File: src/rtl/prop_seq_pkg.sv
// ---------------------------------------------------------------------------
// prop_seq_pkg
//   Shared types for the perceptron training-step sequencer.
//   - seq_state_t : sequencer FSM states
//   - idx_width() : width of the layer index; never zero, so a one-layer
//                   stack still gets a legal 1-bit index
// ---------------------------------------------------------------------------
package prop_seq_pkg;

    typedef enum logic [2:0] {
        IDLE,
        WAIT_SAMPLE,
        FWD,
        BWD,
        NEXT,
        DONE
    } seq_state_t;

    function automatic int idx_width(input int layers);
        return (layers > 1) ? $clog2(layers) : 1;
    endfunction

endpackage

File: src/rtl/prop_sequencer.sv
// ---------------------------------------------------------------------------
// prop_sequencer
//   Training-step scheduler for a stack of LAYERS perceptron-unit layers.
//   For each sample of a batch it accepts the sample through a valid/ready
//   handshake, strobes fd_prop one layer per cycle from layer 0 upward, then
//   (train mode only) strobes bk_prop one layer per cycle from the top layer
//   down, and finally toggles the shared oscillator phase.
//
// Ports
//   clk_in            in   system clock
//   rst_in            in   asynchronous reset, active low
//   start_in          in   begin a batch (sampled only while idle)
//   train_in          in   1 = forward+backward, 0 = forward only (latched at start)
//   num_samples_in    in   batch length N (latched at start)
//   abort_in          in   cancel the running batch
//   sample_valid_in   in   source presents a sample/label
//   sample_ready_out  out  sequencer waiting for a sample
//   fd_prop_out       out  one-hot forward strobe, bit k = layer k
//   bk_prop_out       out  one-hot backward strobe
//   oscillator_out    out  shared oscillator phase
//   busy_out          out  batch in progress
//   done_out          out  one-cycle pulse at batch completion
//   sample_count_out  out  samples fully processed in the current batch
//
// Every output is a register updated together with the state, so each
// output reflects the state the FSM is in during that cycle.
// ---------------------------------------------------------------------------
module prop_sequencer
    import prop_seq_pkg::*;
#(
    parameter int LAYERS    = 4,
    parameter int SAMPLES_W = 16
) (
    input  logic                 clk_in,
    input  logic                 rst_in,
    input  logic                 start_in,
    input  logic                 train_in,
    input  logic [SAMPLES_W-1:0] num_samples_in,
    input  logic                 abort_in,
    input  logic                 sample_valid_in,
    output logic                 sample_ready_out,
    output logic [LAYERS-1:0]    fd_prop_out,
    output logic [LAYERS-1:0]    bk_prop_out,
    output logic                 oscillator_out,
    output logic                 busy_out,
    output logic                 done_out,
    output logic [SAMPLES_W-1:0] sample_count_out
);

    localparam int               IDX_W    = idx_width(LAYERS);
    localparam logic [IDX_W-1:0] LAST_IDX = IDX_W'(LAYERS - 1);

    seq_state_t           state;
    logic [IDX_W-1:0]     idx;
    logic                 train_q;
    logic [SAMPLES_W-1:0] num_q;
    logic [SAMPLES_W-1:0] count_inc;

    // count < N always holds while a sample is in flight, so the increment
    // can never wrap inside a batch.
    assign count_inc = sample_count_out + SAMPLES_W'(1);

    function automatic logic [LAYERS-1:0] strobe(input logic [IDX_W-1:0] k);
        return LAYERS'(1) << k;
    endfunction

    // NOTE: all state and registered outputs use non-blocking assignments so
    // every register samples the values from before this clock edge.
    always_ff @(posedge clk_in or negedge rst_in) begin
        if (!rst_in) begin
            state            <= IDLE;
            idx              <= '0;
            train_q          <= 1'b0;
            num_q            <= '0;
            sample_ready_out <= 1'b0;
            fd_prop_out      <= '0;
            bk_prop_out      <= '0;
            oscillator_out   <= 1'b0;
            busy_out         <= 1'b0;
            done_out         <= 1'b0;
            sample_count_out <= '0;
        end else begin
            // Strobes, ready and done are single-cycle unless the branch
            // below re-asserts them for the state being entered.
            fd_prop_out      <= '0;
            bk_prop_out      <= '0;
            done_out         <= 1'b0;
            sample_ready_out <= 1'b0;

            if (state != IDLE && abort_in) begin
                // Abort wins over every other transition; count and
                // oscillator phase are left as they are.
                state    <= IDLE;
                idx      <= '0;
                busy_out <= 1'b0;
            end else begin
                case (state)
                    IDLE: begin
                        if (start_in) begin
                            busy_out         <= 1'b1;
                            train_q          <= train_in;
                            num_q            <= num_samples_in;
                            sample_count_out <= '0;
                            oscillator_out   <= 1'b0;
                            if (num_samples_in != '0) begin
                                state            <= WAIT_SAMPLE;
                                sample_ready_out <= 1'b1;
                            end else begin
                                state    <= DONE;
                                done_out <= 1'b1;
                            end
                        end
                    end

                    WAIT_SAMPLE: begin
                        // ready is high throughout this state, so valid
                        // alone completes the handshake.
                        if (sample_valid_in) begin
                            state       <= FWD;
                            idx         <= '0;
                            fd_prop_out <= strobe('0);
                        end else begin
                            sample_ready_out <= 1'b1;
                        end
                    end

                    FWD: begin
                        if (idx == LAST_IDX) begin
                            if (train_q) begin
                                state       <= BWD;
                                bk_prop_out <= strobe(LAST_IDX);
                            end else begin
                                state <= NEXT;
                            end
                        end else begin
                            idx         <= idx + IDX_W'(1);
                            fd_prop_out <= strobe(idx + IDX_W'(1));
                        end
                    end

                    BWD: begin
                        if (idx == '0) begin
                            state <= NEXT;
                        end else begin
                            idx         <= idx - IDX_W'(1);
                            bk_prop_out <= strobe(idx - IDX_W'(1));
                        end
                    end

                    NEXT: begin
                        sample_count_out <= count_inc;
                        oscillator_out   <= ~oscillator_out;
                        if (count_inc == num_q) begin
                            state    <= DONE;
                            done_out <= 1'b1;
                        end else begin
                            state            <= WAIT_SAMPLE;
                            sample_ready_out <= 1'b1;
                        end
                    end

                    DONE: begin
                        state    <= IDLE;
                        busy_out <= 1'b0;
                    end

                    default: begin
                        state    <= IDLE;
                        busy_out <= 1'b0;
                    end
                endcase
            end
        end
    end

endmodule

File: config.mk
export PLATFORM = sky130hd
export DESIGN_NAME = prop_sequencer
export DESIGN_NICKNAME = d
export VERILOG_FILES = /design/src/rtl/prop_seq_pkg.sv /design/src/rtl/prop_sequencer.sv
export SDC_FILE = /design/constraint.sdc
export NUM_CORES = 1
export LEC_CHECK = 0
export CORE_MARGIN = 4
export CORE_UTILIZATION = 45
export DETAILED_ROUTE_END_ITERATION = 16
export PLACE_DENSITY = 0.76
export REMOVE_ABC_BUFFERS = 1
export SYNTH_ARGS = -nofsm -noshare
export SYNTH_HDL_FRONTEND = slang
export SYNTH_SLANG_ARGS = --single-unit
File: constraint.sdc
create_clock -name clk_in -period 1.9 [get_ports clk_in]
set_clock_uncertainty 0.15 [all_clocks]
set_input_delay 0.38 -clock clk_in [delete_from_list [all_inputs] [get_ports clk_in]]
set_output_delay 0.38 -clock clk_in [all_outputs]
set_load 0.02 [all_outputs]
==> impl_metrics.yaml <==
timing:
  max_freq_mhz: 481
  tns_ns: -0.432
  relSlewSlack: 0.752
  finalMaxSlewViolations: 0
  whs_ns: 0.379
  final.period_utilization: 1.10
  final-hold-violation-count: 0
  rsz0062_at_grt: "true"
  setup_viol: 3
  fin_crit_ns: 2.08
  tightest_slew_ns: 0.373
  worst_slack_ns: -0.181
die:
  die_h_um: 89.6
  die_x_um: 89.6
  core_region_area_um2: 6420
  rows: 29
  die_area_um2: 8030
  start_util: 0.467
  io_pins: 50
placement:
  placed_cells: 479
  routabilityCongestion: 0.885
  dp_hpwl_um: 5950
  port_buffers: 49
synth:
  async_reset_ff_frac: 1.00
  synth_flop_cell: "dfrtp_1"
  synth_top_area_share: 0.417
  syn_avg_cell_area_um2: 9.52
  synthCells: 315
  yosysTopAreaCell: "dfrtp_1"
  synth_edf_count: 0
  synth_top_cells_by_area: "dfrtp_1 (42%), mux2_2 (6.4%), o21ai_0 (6.0%), xnor2_1 (4.4%), ha_1 (3.8%)"
  yosysSeqAreaShare: 0.417
  synth_area_um2: 3000
  yosysWarnings: 0
  ys_ff_latch: 50
  synth_cell_types: 53
power_and_ir_drop:
  swShare: 0.355
  power.internal_uw: 2740
  power_leakage_uw: 0.00198
  total_power_uw: 4240
  peakVddDrop_v: 0.000805
  p_seq_frac: 0.376
  power_frac_comb: 0.414
  pwr_density_cell_nw_per_um2: 1020
  netSwitchingPower_uw: 1510
  clkPwrFrac: 0.210
worst_setup_path:
  cp_max_fo: 4
  critPathSlowestCell: "nor4_4"
  r2r_start: "sample_count_out[1]$_DFFE_PN0P_"
  cp.arrival_ns: 2.15
  endpoint_kind: "flop"
  crit_required_ns: 1.97
  path_cells: "buf_4 -> nand4_4 -> nor4_4 -> xnor2_1 -> and4_4 -> nand4_1 -> o22ai_1"
  crit_path_max_incr_delay_ns: 0.40
  reg2reg_depth: 7
  r2r-end: "done_out$_DFF_PN0_"
  rrSetupSlack_ns: -0.18
  start_kind: "flop"
  path_class: "reg2reg"
drt:
  firstDrtPassIters: 4
  final_antenna_net_count: 0
  avgViaCountPerCell: 5.65
  drc_errors: 0
  wl_per_cell_um: 16.3
  vias: 2770
  routed_wl_um: 7980
  drt_iter0_drc: 249
cts:
  clk_pin_slew_ns: 0.10
  insertion_delay_ns: 0.31
  cts.path.max_buffers: 2
  htree_levels: 2
  cts_tree: "built"
  root_buffer: "clkbuf_8"
  numCtsBuffers: 5
  clkSinkCount: 50
grt:
  grt_pass1_vias: 2653
  grt.overflow.total: 0
  antenna_found_initial: 0
  grtUsageTotal: 0.210
  grt_max_degree: 51
  grt_pass1_wl_um: 13000
finish:
  n_antenna_cell: 0
  finish.utilization: 0.650
  drive_gt1_frac: 0.276
  seq_area_um2: 1250
  nets: 443
  stdcell_count: 490
  fill_cells: 511
  areaGrowthSynthToFinish_pct: 39.3
  multi_input_area_um2: 1710
hold_path:
  min_to: "oscillator_out$_DFFE_PN0P_"
  hold_path_class: "reg2reg"
  hp-start: "oscillator_out$_DFFE_PN0P_"
  whs_path_depth: 1
outcome:
  status: "finished, violations left"
  violations: "setup timing"
run:
  cap_violations: 0
==> critical path: cells and delay by family (launching register included) <==
family          cells  cell delay (ns)
simple gates        4             0.93
flops               1             0.38
xor+xnor            1             0.19
compound gates      1             0.19
buf+inv             1             0.15
==> state kept, by name, indices dropped and copies added (netlist names) <==
register          flops
idx                   2
sample_count_out     16
sample_ready_out      1
bk_prop_out           4
state                 3
num_q                16
done_out              1
oscillator_out        1
busy_out              1
fd_prop_out           4
train_q               1
==> metrics by stage <==
stage | worst slack [ns] | instance area, µm²
global placement | -0.365 | 3930
detailed placement | -0.409 | 3930
finish | -0.181 | 4180
global route | -0.291 | 4180
floorplan | -0.377 | 2910
CTS | -0.107 | 4140
==> worst max-delay path by stage <==
stage	start	endpoint	slack, ns	depth (start not counted)
2_1_floorplan	sample_count_out[0]$_DFFE_PN0P_	sample_ready_out$_DFF_PN0_	-0.38	7
3_3_place_gp	num_samples_in[8]	sample_ready_out$_DFF_PN0_	-0.36	8
3_5_place_dp	num_samples_in[8]	sample_ready_out$_DFF_PN0_	-0.41	8
4_1_cts	sample_count_out[1]$_DFFE_PN0P_	done_out$_DFF_PN0_	-0.11	7
5_1_grt	sample_count_out[1]$_DFFE_PN0P_	done_out$_DFF_PN0_	-0.29	7
6_report	sample_count_out[1]$_DFFE_PN0P_	done_out$_DFF_PN0_	-0.18	7
==> power groups by stage <==
| stage | clock [µW] | combinational, µW | sequential (µW) |
|---|---|---|---|
| after floorplan | 0 | 993 | 1620 |
| after global placement | 0 | 1660 | 1580 |
| after detailed placement | 0 | 1700 | 1600 |
| after CTS | 900 | 1730 | 1590 |
| after global routing | 948 | 1930 | 1620 |
| final | 890 | 1760 | 1600 |
==> synth_stat cells (all sizes together) (2+ instances only) <==
| cell type | n |
|---|---|
| or2 | 2 |
| nor3 | 10 |
| and2 | 3 |
| o21ai | 37 |
| nor2b | 2 |
| dfrtp | 50 |
| clkbuf | 12 |
| nor4 | 8 |
| xnor2 | 15 |
| ha | 9 |
| a31oi | 4 |
| and3 | 12 |
| nand2 | 26 |
| nor3b | 2 |
| o2111ai | 2 |
| o22ai | 2 |
| a22o | 3 |
| nand3 | 10 |
| a21oi | 9 |
| xor2 | 9 |
| nand4 | 9 |
| a32oi | 2 |
| o31ai | 5 |
| mux2 | 17 |
| nor2 | 25 |
| buf | 7 |
| inv | 7 |
==> logic make-up (layout without fill, tap and decap cells) <==
family / after synthesis / count (layout) / share of synthesized area
flip-flops: 50 / 50 / 0.417
buffers and inverters: 26 / 124 / 0.0392
adder cells (fa/ha/maj): 9 / 9 / 0.0375
AND/OR/NAND/NOR: 115 / 115 / 0.218
AO/OA/AOI/OAI: 74 / 74 / 0.154
XOR/XNOR: 24 / 24 / 0.0701
multiplexers: 17 / 17 / 0.0638
==> per-layer routing <==
layer	global-route usage	up-vias	share of wire
met2	0.328	94	0.48
li1	-	1329	-
met4	0.0636	0	0.015
met5	0	-	0
met1	0.295	1334	0.45
met3	0.0411	13	0.057
==> cells in the final DEF, fill, tap and decap left out, types with 2 or more instances in the layout <==
master and count:
a31oi_1 4, and3_1 11, o21ai_0 32, nor3_2 4, nor4_1 3, a22o_1 3
nand3_1 7, nand3_2 2, clkbuf_8 5, nand4_1 7, mux2_2 17, o22ai_1 2
buf_4 57, clkdlybuf4s50_1 31, or2_2 2, nor2b_1 2, nand2_1 25, nor3_1 6
dlygate4sd2_1 13, and2_1 2, nor4_4 4, inv_1 7, o31ai_1 5, nor3b_1 2
xor2_1 9, dfrtp_2 2, o21ai_1 5, bufinv_16 2, nor2_1 25, a32oi_1 2
dlymetal6s2s_1 4, xnor2_1 15, dfrtp_1 48, a21oi_1 9, ha_1 8
==> layout make-up <==
cell class / instances / share of cell area
clock inverter: 3 / 0.0165
timing repair buffer: 109 / 0.227
clock buffer: 5 / 0.0165
sequential: 50 / 0.300
tap: 77 / 0.0231
inverter: 7 / 0.00629
multi-input combinational: 239 / 0.410
==> timing repair <==
item,CTS,global route
hold buffers,1,0
pin swaps,4,3
gates resized for setup,28,12
setup buffers,1,1
endpoints found under the setup margin,18,21
hold endpoints to repair,50,0
No activity file was read; power rests on OpenSTA's default activity.
